**src/rtl/match_selector_pkg.sv**
```systemverilog
// ---------------------------------------------------------------------------
// match_selector_pkg
// Shared LSH definitions used by input_handler and match_selector.
//   LSH_NUM_WINDOWS : number of stored reference windows (one vote count each)
//   LSH_COUNT_W     : width of one vote count (holds 0..16 hash-table hits)
//   LSH_ID_W        : width of a window ID
//   sel_state_e     : scan FSM states of the match selector
// ---------------------------------------------------------------------------
package match_selector_pkg;

   localparam int LSH_NUM_WINDOWS = 16;
   localparam int LSH_COUNT_W     = 5;
   localparam int LSH_ID_W        = $clog2(LSH_NUM_WINDOWS);

   typedef enum logic [1:0] {
      ST_IDLE = 2'd0,
      ST_SCAN = 2'd1,
      ST_DONE = 2'd2
   } sel_state_e;

endpackage

```
**src/rtl/match_selector.sv**
```systemverilog
// ---------------------------------------------------------------------------
// match_selector
// Takes one snapshot of the per-window vote counts, then walks the windows
// one per cycle to find the highest count (lowest ID wins ties) and reports
// whether it reaches the threshold captured with the snapshot.
//
// Ports
//   clk        : clock, all state changes on the rising edge
//   reset      : synchronous active-high reset
//   countValid : one-cycle pulse, countBus/threshold hold a complete query
//   countBus   : NUM_WINDOWS vote counts, entry i belongs to window i
//   threshold  : minimum count for a declared match
//   busy       : high while a scan (SCAN or DONE) is in progress
//   matchValid : one-cycle pulse, result outputs updated
//   matchFound : best count is non-zero and >= captured threshold
//   matchID    : window with the highest count
//   matchCount : highest count
//   overrun    : sticky, a query arrived while busy (cleared by reset only)
// ---------------------------------------------------------------------------
module match_selector
   import match_selector_pkg::*;
#(
   parameter int NUM_WINDOWS = LSH_NUM_WINDOWS,
   parameter int COUNT_W     = LSH_COUNT_W,
   parameter int ID_W        = $clog2(NUM_WINDOWS)
) (
   input  logic                                clk,
   input  logic                                reset,
   input  logic                                countValid,
   input  logic [NUM_WINDOWS-1:0][COUNT_W-1:0] countBus,
   input  logic [COUNT_W-1:0]                  threshold,
   output logic                                busy,
   output logic                                matchValid,
   output logic                                matchFound,
   output logic [ID_W-1:0]                     matchID,
   output logic [COUNT_W-1:0]                  matchCount,
   output logic                                overrun
);

   localparam logic [ID_W-1:0] LAST_IDX = ID_W'(NUM_WINDOWS - 1);

   sel_state_e                          state_q, state_d;
   logic [NUM_WINDOWS-1:0][COUNT_W-1:0] cap_q, cap_d;
   logic [COUNT_W-1:0]                  thr_q, thr_d;
   logic [COUNT_W-1:0]                  best_count_q, best_count_d;
   logic [ID_W-1:0]                     best_id_q, best_id_d;
   logic [ID_W-1:0]                     scan_idx_q, scan_idx_d;
   logic                                match_valid_q, match_valid_d;
   logic                                match_found_q, match_found_d;
   logic [ID_W-1:0]                     match_id_q, match_id_d;
   logic [COUNT_W-1:0]                  match_count_q, match_count_d;
   logic                                overrun_q, overrun_d;

   // State and datapath registers; reset wins over any query arriving in
   // the same cycle and aborts a scan without producing a result pulse.
   always_ff @(posedge clk) begin
      if (reset) begin
         state_q       <= ST_IDLE;
         cap_q         <= '0;
         thr_q         <= '0;
         best_count_q  <= '0;
         best_id_q     <= '0;
         scan_idx_q    <= '0;
         match_valid_q <= 1'b0;
         match_found_q <= 1'b0;
         match_id_q    <= '0;
         match_count_q <= '0;
         overrun_q     <= 1'b0;
      end else begin
         state_q       <= state_d;
         cap_q         <= cap_d;
         thr_q         <= thr_d;
         best_count_q  <= best_count_d;
         best_id_q     <= best_id_d;
         scan_idx_q    <= scan_idx_d;
         match_valid_q <= match_valid_d;
         match_found_q <= match_found_d;
         match_id_q    <= match_id_d;
         match_count_q <= match_count_d;
         overrun_q     <= overrun_d;
      end
   end

   // Next-state logic: a scan lasts exactly NUM_WINDOWS cycles and leaves
   // after the last entry rather than wrapping into a second pass.
   always_comb begin
      state_d = state_q;
      case (state_q)
         ST_IDLE: if (countValid) state_d = ST_SCAN;
         ST_SCAN: if (scan_idx_q == LAST_IDX) state_d = ST_DONE;
         ST_DONE: state_d = ST_IDLE;
         default: state_d = ST_IDLE;
      endcase
   end

   // Datapath and output logic. The snapshot decouples the scan from later
   // countBus activity. The strict '>' combined with the ascending scan
   // makes ties resolve to the lowest window ID. A zero best count never
   // counts as a match, even with a zero threshold.
   always_comb begin
      cap_d         = cap_q;
      thr_d         = thr_q;
      best_count_d  = best_count_q;
      best_id_d     = best_id_q;
      scan_idx_d    = scan_idx_q;
      match_valid_d = 1'b0;
      match_found_d = match_found_q;
      match_id_d    = match_id_q;
      match_count_d = match_count_q;
      overrun_d     = overrun_q;

      case (state_q)
         ST_IDLE: begin
            if (countValid) begin
               cap_d        = countBus;
               thr_d        = threshold;
               best_count_d = '0;
               best_id_d    = '0;
               scan_idx_d   = '0;
            end
         end
         ST_SCAN: begin
            if (cap_q[scan_idx_q] > best_count_q) begin
               best_count_d = cap_q[scan_idx_q];
               best_id_d    = scan_idx_q;
            end
            if (scan_idx_q != LAST_IDX) begin
               scan_idx_d = scan_idx_q + ID_W'(1);
            end
         end
         ST_DONE: begin
            match_valid_d = 1'b1;
            match_found_d = (best_count_q != '0) && (best_count_q >= thr_q);
            match_id_d    = best_id_q;
            match_count_d = best_count_q;
         end
         default: ;
      endcase

      if (countValid && (state_q != ST_IDLE)) begin
         overrun_d = 1'b1;
      end
   end

   assign busy       = (state_q != ST_IDLE);
   assign matchValid = match_valid_q;
   assign matchFound = match_found_q;
   assign matchID    = match_id_q;
   assign matchCount = match_count_q;
   assign overrun    = overrun_q;

endmodule

```
**config.mk**
```make
export PLATFORM = sky130hd
export DESIGN_NAME = match_selector
export DESIGN_NICKNAME = d
export VERILOG_FILES = /design/src/rtl/match_selector_pkg.sv /design/src/rtl/match_selector.sv
export SDC_FILE = /design/constraint.sdc
export NUM_CORES = 1
export LEC_CHECK = 0
export CORE_MARGIN = 2
export CORE_UTILIZATION = 46
export DETAILED_ROUTE_END_ITERATION = 6
export PLACE_DENSITY = 0.76
export SYNTH_ARGS = -nofsm -noshare
export SYNTH_HDL_FRONTEND = slang
export SYNTH_SLANG_ARGS = --single-unit
```
**constraint.sdc**
```tcl
create_clock -name clk -period 3.1 [get_ports clk]
set_clock_uncertainty 0.1 [all_clocks]
set_input_delay 0.465 -clock clk [delete_from_list [all_inputs] [get_ports clk]]
set_output_delay 0.465 -clock clk [all_outputs]
set_load 0.01 [all_outputs]
```
==> results.sh <==
export IMPL_antenna_left=0
export IMPL_clock_root_buffer="sky130_fd_sc_hd__clkbuf_8"
export IMPL_rows=37
export IMPL_final_net_count=760
export IMPL_holdBufCountCts=0
export IMPL_routedWlPerCell_um=14.4
export IMPL_synth_xor_area_share_pct=0.540
export IMPL_synth_edff_count=0
export IMPL_synth_lib_cells_used_distinct=33
export IMPL_avgSynthCellArea_sq_um=8.50
export IMPL_crit_arrival_ps=3300
export IMPL_die_width_um=107
export IMPL_synth_warning_count=0
export IMPL_design_power_total_uw=2830
export IMPL_clk_latency_ps=370
export IMPL_initialDrtViolationCount=253
export IMPL_grt_first_pass_wirelength_mm=18.5
export IMPL_min_period_over_period_pct=99.6
export IMPL_ir_drop_mv=0.282
export IMPL_maxSlewHeadroom_pct=39.7
export IMPL_critical_path_peak_fanout=13
export IMPL_sequence_of_cells_on_the_critical_path="buf_12 > mux4_1 > a22oi_2 > nand3_2 > ha_1 > nand4_1 > o21bai_1 > o221ai_2 > buf_6 > nor2_1 > a22o_1"
export IMPL_setup_worst_path_start_class="flop"
export IMPL_timing_max_transition_violations_final=0
export IMPL_gp_congestion=0.820
export IMPL_drt_wl_total_mm=11.5
export IMPL_cts_made_buffers=9
export IMPL_synth_mux_area_share_pct=11.4
export IMPL_area_of_the_mapped_netlist_sq_um=4870
export IMPL_netlist_top_cell_by_area="sky130_fd_sc_hd__dfxtp_1"
export IMPL_synth_top_family_by_area="simple AND/OR/NAND/NOR gates"
export IMPL_synth_async_reset_ratio_pct=0
export IMPL_category_of_the_worst_setup_path_capture_point="flop"
export IMPL_worst_hold_slack_ps=358
export IMPL_drt_pass1_iter_count=6
export IMPL_synth_top_cells_by_count="sky130_fd_sc_hd__nand2_1 (204), sky130_fd_sc_hd__dfxtp_1 (112), sky130_fd_sc_hd__a21oi_1 (101), sky130_fd_sc_hd__clkbuf_1 (35), sky130_fd_sc_hd__mux4_1 (19)"
export IMPL_clock_fmax_mhz=324
export IMPL_hold_class="flop to flop"
export IMPL_p_leak_uw=0.00235
export IMPL_most_repeated_cell_in_the_gate_level_netlist_after_synthesis="sky130_fd_sc_hd__nand2_1"
export IMPL_status="complete, no violations"
export IMPL_setup_worst_path_class="flop to flop"
export IMPL_max_cap_viol_count=0
export IMPL_rsz0062_at_grt="true"
export IMPL_clk_path_buf_depth=2
export IMPL_design_portCount=101
export IMPL_synth_ff_latch_count=112
export IMPL_final_setup_viol_count=0
export IMPL_synth_adder_area_share_pct=2.83
export IMPL_synth_sequential_area_ratio_pct=46.0
export IMPL_design_die_area_sq_um=11400
export IMPL_critPathMaxStageDelay_ps=600
export IMPL_drt_drc_violations_left=0
export IMPL_clock_sink_count=112
export IMPL_required_time_at_the_endpoint_of_the_critical_path_ps=3310
export IMPL_io_buffers=100
export IMPL_critical_path_slowest_cell="sky130_fd_sc_hd__mux4_1"
export IMPL_tightest_slew_ps=905
export IMPL_flow_area_growth_from_synthesis_pct=27.8
export IMPL_grt_util_all_layers_pct=20.2
export IMPL_antenna_found_initial=0
export IMPL_htree_levels=3
export IMPL_fin_tns_setup_ps=0
export IMPL_synth_top_area_share_pct=46.0
export IMPL_first_global_vias=4184
export IMPL_grt_start_max_net_pins=90
export IMPL_die_h_um=107
export IMPL_route_detailed_vias_per_inst=5.22
export IMPL_floorplan_initialDensity_pct=47.2
export IMPL_antenna_cells_inserted=0
export IMPL_postSynthCellCount=573
export IMPL_final_count_of_hold_timing_violations=0
export IMPL_design_core_area_sq_um=10300
export IMPL_tritoncts="yes"
export IMPL_p_per_area_nw_per_um2=455
export IMPL_routed_via_count=4190
export IMPL_clk_pin_slew_worst_setup_hold_paths_ps=110
export IMPL_syn_num_nets=672
export IMPL_min_period_ps=3090
export IMPL_layout_drive_gt1_share_pct=9.01
export IMPL_synth_simple_gate_area_share_pct=21.1
export IMPL_most_frequently_used_flop_master_after_synthesis="sky130_fd_sc_hd__dfxtp_1"
export IMPL_global_route_overflow_total=0
export IMPL_dp_final_hpwl_mm=8.22
export IMPL_synth_compound_gate_area_share_pct=13.0
export IMPL_post_synth_main_area_contributors="sky130_fd_sc_hd__dfxtp_1 (46%), sky130_fd_sc_hd__nand2_1 (16%), sky130_fd_sc_hd__a21oi_1 (10%)"
-- final cells by class --
type | instances | area (sq um)
Timing Repair Buffer | 120 | 1170
Fill cell | 883 | 4100
Clock inverter | 7 | 61.3
Clock buffer | 9 | 124
Inverter | 11 | 41.3
Sequential cell | 112 | 2240
Tap cell | 136 | 170
Multi-Input combinational cell | 407 | 2420
-- path summary, 6_finish.rpt --
| path | from | endpoint | slack (ps) | cells past startpoint |
|---|---|---|---|---|
| worst max-delay path | scan_idx_q[0] | best_count_q[4] | 10 | 11 |
| worst min-delay path | best_id_q[0] | matchID[0] | 360 | 2 |
| worst max register to register | scan_idx_q[0] | best_count_q[4] | 10 | 11 |
| worst min register to register | best_id_q[0] | matchID[0] | 360 | 2 |
-- registers in the layout (all words and copies together) (netlist names), 2 cells and up --
signal	flops
state_q	2
best_id_q	4
matchID	4
cap_q	80
best_count_q	5
scan_idx_q	4
matchCount	5
thr_q	5
-- metrics by stage --
stage                     setup slack, ps  instance area, sq um  std cells  util [%]
final                                12.2                  6220        802      60.3
after global routing                 -146                  6220        802      60.3
after CTS                            5.16                  6180        798      59.8
after floorplan                      75.7                  4870        573         -
after detailed placement            -38.4                  5950        779      57.6
after global placement                167                  5950        779      57.6
-- report_power, final --
part | total [uW] | switching, uW | leakage [uW] | internal, uW
combinational | 460 | 216 | 0.00134 | 244
clock | 823 | 513 | 0.0000940 | 310
sequential | 1550 | 40.7 | 0.000917 | 1510
total | 2830 | 769 | 0.00235 | 2070
-- cell usage in the layout (no fill, tap or decap), types with 2 or more instances in the layout --
master,count
sky130_fd_sc_hd__buf_6,2
sky130_fd_sc_hd__a22o_1,4
sky130_fd_sc_hd__nand2_1,203
sky130_fd_sc_hd__or2_2,2
sky130_fd_sc_hd__nor2b_1,5
sky130_fd_sc_hd__dfxtp_1,111
sky130_fd_sc_hd__clkbuf_8,9
sky130_fd_sc_hd__inv_8,2
sky130_fd_sc_hd__nand2b_1,3
sky130_fd_sc_hd__a22oi_2,4
sky130_fd_sc_hd__inv_6,2
sky130_fd_sc_hd__nand3_2,4
sky130_fd_sc_hd__clkdlybuf4s50_1,99
sky130_fd_sc_hd__buf_4,17
sky130_fd_sc_hd__xor2_1,2
sky130_fd_sc_hd__nor3_1,8
sky130_fd_sc_hd__ha_1,10
sky130_fd_sc_hd__a21oi_1,101
sky130_fd_sc_hd__mux4_1,15
sky130_fd_sc_hd__nor2_1,13
sky130_fd_sc_hd__inv_1,11
sky130_fd_sc_hd__nand3_1,10
sky130_fd_sc_hd__mux4_2,5
sky130_fd_sc_hd__mux2_2,3
sky130_fd_sc_hd__nand4_1,2
-- layer usage --
layer	part of all wire, %	vias up	wire length, um	GRT usage (%)
li1	-	2113	-	-
met1	42	1941	4850	24.4
met2	51	109	5900	36.2
met3	4.3	27	499	3.65
met4	2.5	0	287	6.77
met5	0	-	0	0
-- cells by family after synthesis --
group	Yosys count
flops	112
compound gates	117
fa+ha+maj	11
mux	23
buf+inv	54
simple gates	253
xor+xnor	3
-- worst max-delay path, delay by kind of cell, from the launching register on --
family	cells	cell delay [ps]
AOI/OAI and AO/OA	4	800
muxes	1	600
and+or+nand+nor	3	510
DFF	1	370
buffers and inverters	2	330
adders and majority gates	1	310
-- repair_timing --
item | 4_1_cts | 5_1_grt
setup buffers | 2 | 4
gates cloned | 1 | 0
pin swaps | 3 | 4
gates resized for setup | 4 | 12
endpoints found under the setup margin | 7 | 9
Note: power is estimated with default switching activity, not from simulation.
